==> src/rtl/video_pkg.sv <==
// Shared video definitions: pattern mode encoding and colour-bar palette.
// Bar colours are {r,g,b} channel-enable bits, expanded to full pixel width by the user.
package video_pkg;

    typedef enum logic [1:0] {
        MODE_GRID   = 2'd0,
        MODE_BARS   = 2'd1,
        MODE_STREAM = 2'd2,
        MODE_SOLID  = 2'd3
    } mode_t;

    localparam logic [2:0] BAR_WHITE   = 3'b111;
    localparam logic [2:0] BAR_YELLOW  = 3'b110;
    localparam logic [2:0] BAR_CYAN    = 3'b011;
    localparam logic [2:0] BAR_GREEN   = 3'b010;
    localparam logic [2:0] BAR_MAGENTA = 3'b101;
    localparam logic [2:0] BAR_RED     = 3'b100;
    localparam logic [2:0] BAR_BLUE    = 3'b001;
    localparam logic [2:0] BAR_BLACK   = 3'b000;

    // Left-to-right bar order.
    function automatic logic [2:0] bar_colour(input logic [2:0] idx);
        logic [2:0] c;
        case (idx)
            3'd0:    c = BAR_WHITE;
            3'd1:    c = BAR_YELLOW;
            3'd2:    c = BAR_CYAN;
            3'd3:    c = BAR_GREEN;
            3'd4:    c = BAR_MAGENTA;
            3'd5:    c = BAR_RED;
            3'd6:    c = BAR_BLUE;
            default: c = BAR_BLACK;
        endcase
        return c;
    endfunction

endpackage

==> src/rtl/vga_pattern_gen.sv <==
// Maps latched mode and active-area coordinates to a pixel value.
// Latency: purely combinational; backpressure: none (stream mode shows black when the FIFO is empty).
module vga_pattern_gen
    import video_pkg::*;
#(
    parameter int HDISP     = 800,
    parameter int RGB_W     = 24,
    parameter int GRID_LOG2 = 4,
    parameter int XW        = 10,
    parameter int YW        = 9
) (
    input  mode_t             mode,
    input  logic [XW-1:0]     x,
    input  logic [YW-1:0]     y,
    input  logic [RGB_W-1:0]  solid_rgb,
    input  logic [RGB_W-1:0]  fifo_rdata,
    input  logic              fifo_empty,
    output logic [RGB_W-1:0]  pixel
);

    localparam int BAR_W = (HDISP / 8 > 0) ? HDISP / 8 : 1;
    localparam int CW    = RGB_W / 3;
    localparam logic [XW-1:0] XMASK = XW'((1 << GRID_LOG2) - 1);
    localparam logic [YW-1:0] YMASK = YW'((1 << GRID_LOG2) - 1);

    function automatic logic [RGB_W-1:0] expand(input logic [2:0] c);
        logic [RGB_W-1:0] p;
        p = '0;
        p[3*CW-1 -: CW] = {CW{c[2]}};
        p[2*CW-1 -: CW] = {CW{c[1]}};
        p[CW-1   -: CW] = {CW{c[0]}};
        return p;
    endfunction

    logic [31:0] bar_idx;
    logic        grid_on;

    assign bar_idx = 32'(x) / 32'(BAR_W);
    assign grid_on = ((x & XMASK) == XMASK) || ((y & YMASK) == YMASK);

    always_comb begin
        pixel = '0;
        case (mode)
            MODE_GRID:   if (grid_on) pixel = '1;
            // Pixels past the eighth bar (HDISP not a multiple of 8) stay black.
            MODE_BARS:   if (bar_idx < 32'd8) pixel = expand(bar_colour(bar_idx[2:0]));
            MODE_STREAM: if (!fifo_empty) pixel = fifo_rdata;
            MODE_SOLID:  pixel = solid_rgb;
            default:     pixel = '0;
        endcase
    end

endmodule

==> src/rtl/vga_timing_ctrl.sv <==
// VGA raster timing generator with grid/bars/stream/solid pattern source.
// Latency: 1 cycle from counters to hs/vs/blank/rgb/x/y; fifo_read combinational; backpressure: none, empty FIFO gives black and sticky underflow.
module vga_timing_ctrl
    import video_pkg::*;
#(
    parameter int HDISP     = 800,
    parameter int VDISP     = 480,
    parameter int HFP       = 40,
    parameter int HPULSE    = 48,
    parameter int HBP       = 40,
    parameter int VFP       = 13,
    parameter int VPULSE    = 3,
    parameter int VBP       = 29,
    parameter bit HS_POL    = 1'b0,
    parameter bit VS_POL    = 1'b0,
    parameter int RGB_W     = 24,
    parameter int GRID_LOG2 = 4
) (
    input  logic                       pixel_clk,
    input  logic                       pixel_rst_n,
    input  logic [1:0]                 mode,
    input  logic [RGB_W-1:0]           solid_rgb,
    input  logic [RGB_W-1:0]           fifo_rdata,
    input  logic                       fifo_empty,
    output logic                       fifo_read,
    output logic                       hs,
    output logic                       vs,
    output logic                       blank,
    output logic [RGB_W-1:0]           rgb,
    output logic [$clog2(HDISP)-1:0]   x,
    output logic [$clog2(VDISP)-1:0]   y,
    output logic                       frame_start,
    output logic                       underflow,
    input  logic                       underflow_clr
);

    localparam int HTOT   = HFP + HPULSE + HBP + HDISP;
    localparam int VTOT   = VFP + VPULSE + VBP + VDISP;
    localparam int HSTART = HFP + HPULSE + HBP;
    localparam int VSTART = VFP + VPULSE + VBP;
    localparam int HW     = $clog2(HTOT);
    localparam int VW     = $clog2(VTOT);
    localparam int XW     = $clog2(HDISP);
    localparam int YW     = $clog2(VDISP);

    logic [HW-1:0]    h_cnt;
    logic [VW-1:0]    v_cnt;
    mode_t            mode_q;
    logic [RGB_W-1:0] solid_q;

    logic             h_wrap, v_wrap, frame_origin, active;
    logic             h_sync, v_sync, stream_sel, uf_set;
    logic [XW-1:0]    x_nxt;
    logic [YW-1:0]    y_nxt;
    logic [RGB_W-1:0] pixel;

    assign h_wrap       = (h_cnt == HW'(HTOT - 1));
    assign v_wrap       = (v_cnt == VW'(VTOT - 1));
    assign frame_origin = (h_cnt == '0) && (v_cnt == '0);
    assign active       = (h_cnt >= HW'(HSTART)) && (v_cnt >= VW'(VSTART));
    assign h_sync       = (h_cnt >= HW'(HFP)) && (h_cnt < HW'(HFP + HPULSE));
    assign v_sync       = (v_cnt >= VW'(VFP)) && (v_cnt < VW'(VFP + VPULSE));

    // Coordinates are only meaningful inside the active area; outputs mask them elsewhere.
    assign x_nxt = XW'(h_cnt - HW'(HSTART));
    assign y_nxt = YW'(v_cnt - VW'(VSTART));

    assign stream_sel = active && (mode_q == MODE_STREAM);
    assign fifo_read  = pixel_rst_n && stream_sel && !fifo_empty;
    assign uf_set     = stream_sel && fifo_empty;

    vga_pattern_gen #(
        .HDISP     (HDISP),
        .RGB_W     (RGB_W),
        .GRID_LOG2 (GRID_LOG2),
        .XW        (XW),
        .YW        (YW)
    ) u_pattern (
        .mode       (mode_q),
        .x          (x_nxt),
        .y          (y_nxt),
        .solid_rgb  (solid_q),
        .fifo_rdata (fifo_rdata),
        .fifo_empty (fifo_empty),
        .pixel      (pixel)
    );

    always_ff @(posedge pixel_clk) begin
        if (!pixel_rst_n) begin
            h_cnt       <= '0;
            v_cnt       <= '0;
            mode_q      <= MODE_GRID;
            solid_q     <= '0;
            hs          <= ~HS_POL;
            vs          <= ~VS_POL;
            blank       <= 1'b0;
            rgb         <= '0;
            x           <= '0;
            y           <= '0;
            frame_start <= 1'b0;
            underflow   <= 1'b0;
        end else begin
            if (h_wrap) begin
                h_cnt <= '0;
                v_cnt <= v_wrap ? '0 : v_cnt + 1'b1;
            end else begin
                h_cnt <= h_cnt + 1'b1;
            end
            // Pattern selection only changes at the frame origin so a frame is never mixed.
            if (frame_origin) begin
                mode_q  <= mode_t'(mode);
                solid_q <= solid_rgb;
            end
            hs          <= h_sync ? HS_POL : ~HS_POL;
            vs          <= v_sync ? VS_POL : ~VS_POL;
            blank       <= active;
            rgb         <= active ? pixel : '0;
            x           <= active ? x_nxt : '0;
            y           <= active ? y_nxt : '0;
            frame_start <= frame_origin;
            underflow   <= uf_set | (underflow & ~underflow_clr);
        end
    end

endmodule

==> config.mk <==
export PLATFORM = sky130hd
export DESIGN_NAME = vga_timing_ctrl
export DESIGN_NICKNAME = d
export VERILOG_FILES = /design/src/rtl/video_pkg.sv /design/src/rtl/vga_pattern_gen.sv /design/src/rtl/vga_timing_ctrl.sv
export SDC_FILE = /design/constraint.sdc
export NUM_CORES = 1
export LEC_CHECK = 0
export CORE_ASPECT_RATIO = 1.4
export CORE_MARGIN = 4
export CORE_UTILIZATION = 35
export DETAILED_ROUTE_END_ITERATION = 6
export SLEW_MARGIN = 20
export SYNTH_ARGS = -nofsm -noshare
export SYNTH_HDL_FRONTEND = slang
export SYNTH_SLANG_ARGS = --single-unit
==> constraint.sdc <==
create_clock -name pixel_clk -period 4.24 [get_ports pixel_clk]
set_input_delay 0.424 -clock pixel_clk [delete_from_list [all_inputs] [get_ports pixel_clk]]
set_output_delay 0.424 -clock pixel_clk [all_outputs]
set_load 0.01 [all_outputs]
After elaboration in Yosys (flattened, before gate mapping)
Cells that the tools add are included.
{"block": "word_totals", "ff_bits": 94, "latch_bits": 0, "ram_bits": 0, "mem_bits_ro": 0, "in_bits": 54, "out_inout_bits": 49, "elab_cells": 65, "memories": 0}
{"block": "classes", "n_addsub": 4, "n_mul": 0, "div_mod_pow": 1, "n_lt_le_gt_ge": 7, "n_eq_ne": 13, "n_shift": 0, "mux": 8, "bitwise": 4, "reduce_logical": 16}
{"op": "$pmux W24 S4", "count": 1}
{"op": "$mux W24", "count": 3}
{"op": "$div A10 B7 Y32 const B", "count": 1}
{"op": "$lt A32 B4 Y1 const B", "count": 1}
{"op": "$pmux W3 S7", "count": 1}
{"op": "$add A10 B1 Y10 const B", "count": 2}
{"op": "$eq A10 B10 Y1 const B", "count": 2}
{"op": "$ge A10 B6 Y1 const B", "count": 2}
{"op": "$logic_not A10 Y1", "count": 2}
{"op": "$ge A10 B4 Y1 const B", "count": 1}
{"op": "$ge A10 B8 Y1 const B", "count": 1}
{"op": "$lt A10 B5 Y1 const B", "count": 1}
{"op": "$lt A10 B7 Y1 const B", "count": 1}
{"op": "$mux W10", "count": 1}
{"op": "$sub A10 B8 Y10 const B", "count": 1}
{"op": "$eq A3 B3 Y1 const B", "count": 3}
{"op": "$sub A9 B6 Y9 const B", "count": 1}
{"op": "$eq A4 B4 Y1 const B", "count": 2}
{"op": "$logic_and A1 B1 Y1", "count": 8}
{"op": "$eq A3 B2 Y1 const B", "count": 2}
{"op": "$eq A2 B2 Y1 const B", "count": 2}
{"op": "$eq A3 B1 Y1 const B", "count": 1}
{"op": "$logic_not A3 Y1", "count": 1}
{"op": "$eq A2 B1 Y1 const B", "count": 1}
{"op": "other kinds (9)", "count": 11}

Depth between registers and ports, before layout
Gate-level depths: netlist of run 1.
{"block": "depth", "depth_word": 6, "depth_mapped": 16, "mapped_depth_nobuf": 14}

Cells and area by module
A second synthesis of run 1 with hierarchy kept.
{"block": "unflattened", "hier_cells": 559, "hier_area_um2": 4793.3}
{"mod": "vga_timing_ctrl", "instances": 1, "cells_per_inst": 389, "area_per_inst_um2": 3609.7, "seq_area_each_um2": 1881.8}
{"mod": "vga_pattern_gen", "instances": 1, "cells_per_inst": 170, "area_per_inst_um2": 1183.6, "seq_area_each_um2": 0.0}

Least setup slack after synthesis of run 1
OpenSTA, ideal clock, no wires.
{"block": "synth_path", "kind": "register to register", "start": "reg h_cnt[7]", "end": "reg rgb[0]", "setup_time_ps": 114, "arrival_ps": 3746, "required_ps": 4126, "path_slack_ps": 380, "path_stages_with_launch": 17, "n_path_buf": 2, "synth_period_minus_slack_ps": 3860, "cell_sequence": "dfxtp_1 inv_1 ha_1 xnor2_1 clkinv_1 buf_2 ha_1 nor3b_1 o211ai_1 and2_1 buf_1 a311o_1 a22oi_1 o221a_2 o21ai_1 a31o_2 a21o_1"}
{"block": "synth_via", "elab_chain_cells": 6, "word_cells_on_any_way": 16, "classes_between": "add/sub (1); div (1); order compare (2); eq/ne (6); mux (3); reduce/logical (3)"}
{"item": "from (decl)", "line_no": "vga_timing_ctrl.sv:46", "text": "logic [HW-1:0] h_cnt;"}
{"item": "from (signal assigned)", "line_no": "vga_timing_ctrl.sv:107", "text": "h_cnt <= h_cnt + 1'b1;"}
{"item": "$sub A10 B8 Y10 *", "line_no": "vga_timing_ctrl.sv:65", "text": "assign x_nxt = XW'(h_cnt - HW'(HSTART));"}
{"item": "via u_pattern.x[7]", "line_no": "vga_pattern_gen.sv:13", "text": "input logic [XW-1:0] x,"}
{"item": "$div A10 B7 Y32 *", "line_no": "vga_pattern_gen.sv:38", "text": "assign bar_idx = 32'(x) / 32'(BAR_W);"}
{"item": "branches (longest 2 deep; another with $lt A32 B4 Y1)"}
{"item": "$mux W24 *", "line_no": "vga_pattern_gen.sv:46", "text": "MODE_BARS: if (bar_idx < 32'd8) pixel = expand(bar_colour(bar_idx[2:0]));"}
{"item": "$pmux W24 S4 *", "line_no": "vga_pattern_gen.sv:43", "text": "case (mode)"}
{"item": "to (signal assigned)", "line_no": "vga_timing_ctrl.sv:117", "text": "rgb <= active ? pixel : '0;"}
{"item": "to (decl)", "line_no": "vga_timing_ctrl.sv:29", "text": "output logic [RGB_W-1:0] rgb,"}
Mark *: on every way through the listed nets, which the timed path passes.
A chain may end at the register's enable or synchronous reset.

Worst setup path after layout of run 1
{"block": "layout_path", "start": "reg h_cnt[7]", "end": "reg rgb[2]"}
Same word-level chain as after synthesis.

==> flow_summary.toml, run 1 <==
[status]
run_status = "finished, final reports clean"

[power_and_ir_drop]
ir_drop_uv = 177
p_leak_uw = 0.00226
p_int_uw = 1470
p_switching_uw = 464
p_total_uw = 1930
swShare = 0.240
pwr_density_cell_mw_per_mm2 = 320
clkPwrFrac = 0.440
seqPwrFrac = 0.479
comb_power_share = 0.081

[hold_path]
hp-class = "reg2reg"
hold-path-cell-count = 2
hold_end = "solid_q[10]"
hp-start = "solid_q[10]"

[clock_network]
cts_inserted_buffers = 9
cts_sinks = 94
tritoncts = "done"
root_buffer = "clkbuf_16"
clk_pin_slew_ns = 0.07
h-tree-depth = 3
holdBufCountCts = 0
cts_buffer_depth = 2
clock_latency_ns = 0.35

[setup_path]
r2r-start = "h_cnt[7]"
cpLargestDelayFamily = "compound AO/OA/AOI/OAI gates"
crit_required_ns = 4.48
crit_slowest_cell = "or4bb_1"
rrSetupSlack_ns = 0.43
reg2reg_to = "rgb[2]"
critPathArrivalTime_ns = 4.05
crit_chain = "inv_1 > ha_1 > or4bb_1 > o211ai_4 > a32oi_4 > a2111oi_0 > o211ai_1 > nand2_2 > o2111ai_1 > a31o_2 > a21o_1"
ff2ff_path_depth = 11
critPathCaptureType = "flip-flop"
cp-start-kind = "flip-flop"
critPathKind = "reg2reg"
critPathMaxStageDelay_ns = 0.60
crit_fanout = 11
cp_num_buf_inv = 1

[drt]
drc_errors = 0
routed_wl_um = 13400
drt-pass1-iter-count = 5
dr.first_iter.drc_count = 169
num_vias = 4153
vias_per_cell = 5.30
post_drt_wl_per_cell_um = 17.1
drtAntennaViolNets = 0

[global_route]
grt_pass1_wl_um = 20800
grt_max_degree = 33
first_global_vias = 4102
grt_overflow_total = 0
antenna_found_initial = 0
track_usage = 0.175

[die]
die_w_um = 105
row_count = 49
initial_utilization = 0.357
fp.dieH_um = 143
die-area_mm2 = 0.0150
design.portCount = 103
core_area_mm2 = 0.0128

[logic_synthesis]
ys.flop_type = "dfxtp_1"
synthCells = 537
synthDominantAreaCellType = "dfxtp_1"
yosysWarnings = 0
synth_top_family_by_area = "compound AO/OA/AOI/OAI gates"
synth-async-reset-ratio = 0
yosysTopAreaCellShare = 0.412
synth_xor_area_frac = 0.0479
synthDistinctLibCells = 71
syn_nets = 606
muxShareOfSynthArea = 0.00219
ys_seq_area_frac = 0.412
synth-edff-count = 0
synth_area_per_cell_um2 = 8.51
ys_seq_elements = 94
synth-simple-area-share = 0.204
synthAdderAreaFrac = 0.0433
synth.cell_area_mm2 = 0.00457
synth.top_cells.by_area = "dfxtp_1 41%, nand2_1 6.2%, a21oi_1 5.8%"
synth_compound_area_frac = 0.244

[layout]
syn2layout_area_growth_pct = 32.4
fin_cells = 783
drive_gt1_frac = 0.0921
nets = 694
fin_util = 0.472
antennaDiodeCount = 0

[run]
cap_viol_max_count = 0

[sta]
skew_ns = 0.00608
fmax_ghz = 0.263
rsz0062_at_grt = "no"
fin_tns_setup_ns = 0
worst_slack_ns = 0.433
finalCritPeriodShare = 0.898
setup_viol = 0
hold_viol = 0
layout_min_cycle_time_ns = 3.81
maxSlewHeadroom = 0.309
tightest_slew_ns = 1.04
slew_viol_final = 0

[placement]
place_congestion = 0.892
place_hpwl_um = 9820
place_inst = 767
io_buffers = 102
dp_slack_ns = 0.220
## flip-flops by register name, indices dropped and copies added (netlist names), 2 cells and up
name and cells:
rgb 24, solid_q 24, h_cnt 10, v_cnt 10, x 10, y 9, mode_q 2
## power by group through the flow
stage	logic, uW	clock network, uW	registers, uW
2_1_floorplan	81.4	0	940
3_3_place_gp	155	0	945
3_5_place_dp	157	0	947
4_1_cts	158	873	926
5_1_grt	172	904	930
6_report	156	850	926
## worst max path at each step
stage | start | to | slack (ns) | depth (start not counted)
final | h_cnt[7] | rgb[2] | 0.43 | 11
after floorplan | h_cnt[7] | rgb[0] | 0.38 | 16
after global routing | h_cnt[7] | rgb[0] | 0.15 | 11
after CTS | h_cnt[7] | rgb[2] | 0.22 | 11
after detailed placement | h_cnt[7] | rgb[2] | 0.22 | 11
after global placement | h_cnt[7] | rgb[6] | 0.38 | 11
## cell usage in the layout (no fill, tap or decap), types with 4 or more instances in the layout
cell             instances
clkdlybuf4s50_1        102
dfxtp_1                 93
nand2_1                 75
nor2_1                  53
a21oi_1                 53
a22oi_1                 25
inv_1                   16
xnor2_1                 15
ha_1                    15
o21ai_0                 12
a21o_1                  10
nand3_1                 10
xor2_1                  10
and3_1                   9
nand4_1                  9
a21oi_2                  9
clkbuf_16                9
buf_4                    9
o211ai_1                 6
or3_1                    5
nor3_1                   5
and2_1                   4
## cells by family (layout without fill, tap and decap cells)
| kind of cell | count (synthesis) | count (layout) |
|---|---|---|
| AOI/OAI and AO/OA | 152 | 152 |
| muxes | 1 | 1 |
| adders and majority gates | 16 | 16 |
| and+or+nand+nor | 197 | 197 |
| DFF | 94 | 94 |
| xor gates and xnor gates | 25 | 25 |
| buffers and inverters | 52 | 145 |
## cells in the mapped netlist, types with 2 or more instances
library cell,number
a2111oi_0,2
a211o_1,2
a21o_1,10
a21oi_1,53
a21oi_2,9
a22o_1,3
a22oi_1,25
a31o_2,3
a31oi_1,3
and2_1,4
and3_1,10
buf_1,2
buf_2,3
buf_6,2
clkbuf_1,27
dfxtp_1,94
ha_1,15
inv_1,17
nand2_1,75
nand3_1,10
nand4_1,9
nor2_1,53
nor2b_1,2
nor3_1,5
nor3b_1,4
nor4_1,3
nor4b_1,2
o211ai_1,6
o21ai_0,12
o21ai_1,3
or2_1,2
or3_1,5
xnor2_1,15
xor2_1,10
## per-stage QoR
step	instance area [um2]	hold WS, ns
after floorplan	4570	0.432
after global placement	5730	0.438
after detailed placement	5730	0.443
after CTS	6050	0.454
after global routing	6050	0.478
final	6050	0.453
## area by class of cell
type | instances | area [um2]
fillers | 1227 | 6770
multi-input cells | 391 | 2500
clock buffers | 10 | 239
repair buffers | 111 | 1090
flip-flops and latches | 94 | 1880
clock inverters | 6 | 75.1
well taps | 153 | 191
inverters | 18 | 67.6
## tightest hold or removal path: cells and delay by family, from the launching register on
family           cells  cell delay [ns]
AND/OR/NAND/NOR      1             0.05
AO/OA/AOI/OAI        1             0.05
flip-flops           1             0.31
## per-layer routing
layer | up-vias | track usage | part of all wire
li1 | 2071 | - | -
met1 | 1953 | 0.200 | 0.41
met2 | 103 | 0.309 | 0.52
met3 | 26 | 0.0425 | 0.049
met4 | 0 | 0.0756 | 0.024
met5 | - | 0 | 0
## what timing repair did
action,CTS,global route
hold endpoints to repair,0,0
buffers inserted,0,0
endpoints found under the setup margin,0,8
gates resized for setup,0,2
(Power assumes the default switching activity.)
==> run 2: changes to the inputs <==
- clock period: 4.24 -> 3.7 ns (I/O delays scaled with it)
==> flow_summary.toml, run 2 (synthesis gave the netlist of run 1 again) <==
[setup_path]
critPathMaxStageDelay_ns = 0.43
critPathCaptureType = "flip-flop"
rrSetupSlack_ns = 0.16
r2r-start = "h_cnt[7]"
crit_slowest_cell = "a32oi_4"
crit_start = "h_cnt[7]"
ff2ff_path_depth = 13
critPathKind = "reg2reg"
critPathArrivalTime_ns = 3.77
cp_num_buf_inv = 3
crit_fanout = 13
reg2reg_to = "rgb[2]"
cpLargestDelayFamily = "compound AO/OA/AOI/OAI gates"
cp-start-kind = "flip-flop"
crit_chain = "inv_1 > ha_1 > xnor2_2 > clkinv_1 > buf_4 > o21ai_0 > a32oi_4 > a31oi_4 > or2_4 > a221oi_4 > o2111ai_1 > a31o_2 > a21o_1"
crit_required_ns = 3.94

[sta]
rsz0062_at_grt = "no"
maxSlewHeadroom = 0.318
finalCritPeriodShare = 0.956
hold_viol = 0
fin_tns_setup_ns = 0
worst_slack_ns = 0.162
tightest_slew_ns = 1.02
layout_min_cycle_time_ns = 3.54
fmax_ghz = 0.283
slew_viol_final = 0
setup_viol = 0
skew_ns = 0.00800

[clock_network]
cts_inserted_buffers = 9
root_buffer = "clkbuf_16"
cts_buffer_depth = 2
cts_sinks = 94
holdBufCountCts = 0
clock_latency_ns = 0.35
clk_pin_slew_ns = 0.07
tritoncts = "done"
h-tree-depth = 3

[hold_path]
hold_end = "solid_q[13]"
hp-start = "solid_q[13]"
hold-path-cell-count = 2
hp-class = "reg2reg"

[global_route]
grt_max_degree = 33
first_global_vias = 4271
track_usage = 0.181
use_met1 = 0.205
grt_overflow_total = 0
grt_pass1_wl_um = 21700
use_met2 = 0.321
met3_usage = 0.0398
grt_busiest_layer = "met2"
antenna_found_initial = 0

[layout]
drive_gt1_frac = 0.119
antennaDiodeCount = 0
nets = 705
largest_registers = "rgb: 24 flops, solid_q: 24 flops"
layout_commonest_cell = "clkdlybuf4s50_1"
fin_cells = 794
final_cell_mix = "102 x clkdlybuf4s50_1, 93 x dfxtp_1, 75 x nand2_1"
fillerInstances = 1245
syn2layout_area_growth_pct = 35.5

[power_and_ir_drop]
p_leak_uw = 0.00234
pwr_density_cell_mw_per_mm2 = 368
p_total_uw = 2280
ir_drop_uv = 217

[drt]
drtAntennaViolNets = 0
drt-pass1-iter-count = 4
drc_errors = 0
post_drt_wl_per_cell_um = 17.2
num_vias = 4283
vias_per_cell = 5.39
routed_wl_um = 13600
dr.first_iter.drc_count = 234

[die]
design.portCount = 103
die-area_mm2 = 0.0150
die_w_um = 105
fp.dieH_um = 143
initial_utilization = 0.357
core_area_mm2 = 0.0128
row_count = 49

[placement]
place_congestion = 0.841
place_inst = 775
dp_slack_ns = 0.0972
io_buffers = 102
place_hpwl_um = 10200

[run]
cap_viol_max_count = 0

[status]
run_status = "finished, final reports clean"
[run 2: cell types whose count changed in the layout (fill, tap and decap cells not counted), sizes merged]
cell    previous run  this run
clkinv             3         2
buf                9        20
inv               19        20
clkbuf            10         9
bufinv             1         2
[run 2: how the worst max path moves through the flow]
stage                         to  cells past startpoint
after floorplan           rgb[0]                     16
after global placement    rgb[6]                     11
after detailed placement  rgb[2]                     14
after CTS                 rgb[2]                     14
after global routing      rgb[2]                     13
final                     rgb[2]                     13
[run 2: where the power goes]
group,leakage [uW],total [uW],switching (uW),internal [uW]
registers,0.000764,1060,18.6,1040
logic,0.00142,178,88.3,89.6
clock network,0.000161,1040,433,608
total,0.00234,2280,540,1740
[run 2: area by class of cell]
type	instances	area, um2	area share
multi-input cells	391	2540	0.410
flip-flops and latches	94	1890	0.305
repair buffers	122	1170	0.189
clock buffers	9	225	0.0364
well taps	153	191	0.0309
clock inverters	7	113	0.0182
inverters	18	67.6	0.0109
[run 2: metrics by stage]
stage | cell area [um2] | hold slack [ns] | util
finish | 6190 | 0.453 | 0.483
global route | 6190 | 0.477 | 0.483
CTS | 6140 | 0.455 | 0.479
detailed placement | 5800 | 0.445 | 0.453
global placement | 5800 | 0.440 | 0.453
floorplan | 4580 | 0.432 | -
[run 2: layer usage]
| metal | wire length [um] | vias up |
|---|---|---|
| met1 | 5460 | 2028 |
| met4 | 502 | 0 |
| met5 | 0 | - |
| li1 | - | 2089 |
| met2 | 7010 | 134 |
| met3 | 659 | 32 |
[run 2: what timing repair did]
item | 4_1_cts | 5_1_grt
setup buffers | 0 | 3
endpoints found under the setup margin | 0 | 16
resized for setup | 0 | 9
[run 2: worst register-to-register path, stage by stage (launching register included)]
cell,delay [ns]
dfxtp_4,0.41
inv_1,0.15
ha_1,0.26
xnor2_2,0.15
clkinv_1,0.06
buf_4,0.19
o21ai_0,0.30
a32oi_4,0.43
a31oi_4,0.17
or2_4,0.29
a221oi_4,0.35
o2111ai_1,0.16
a31o_2,0.31
a21o_1,0.20
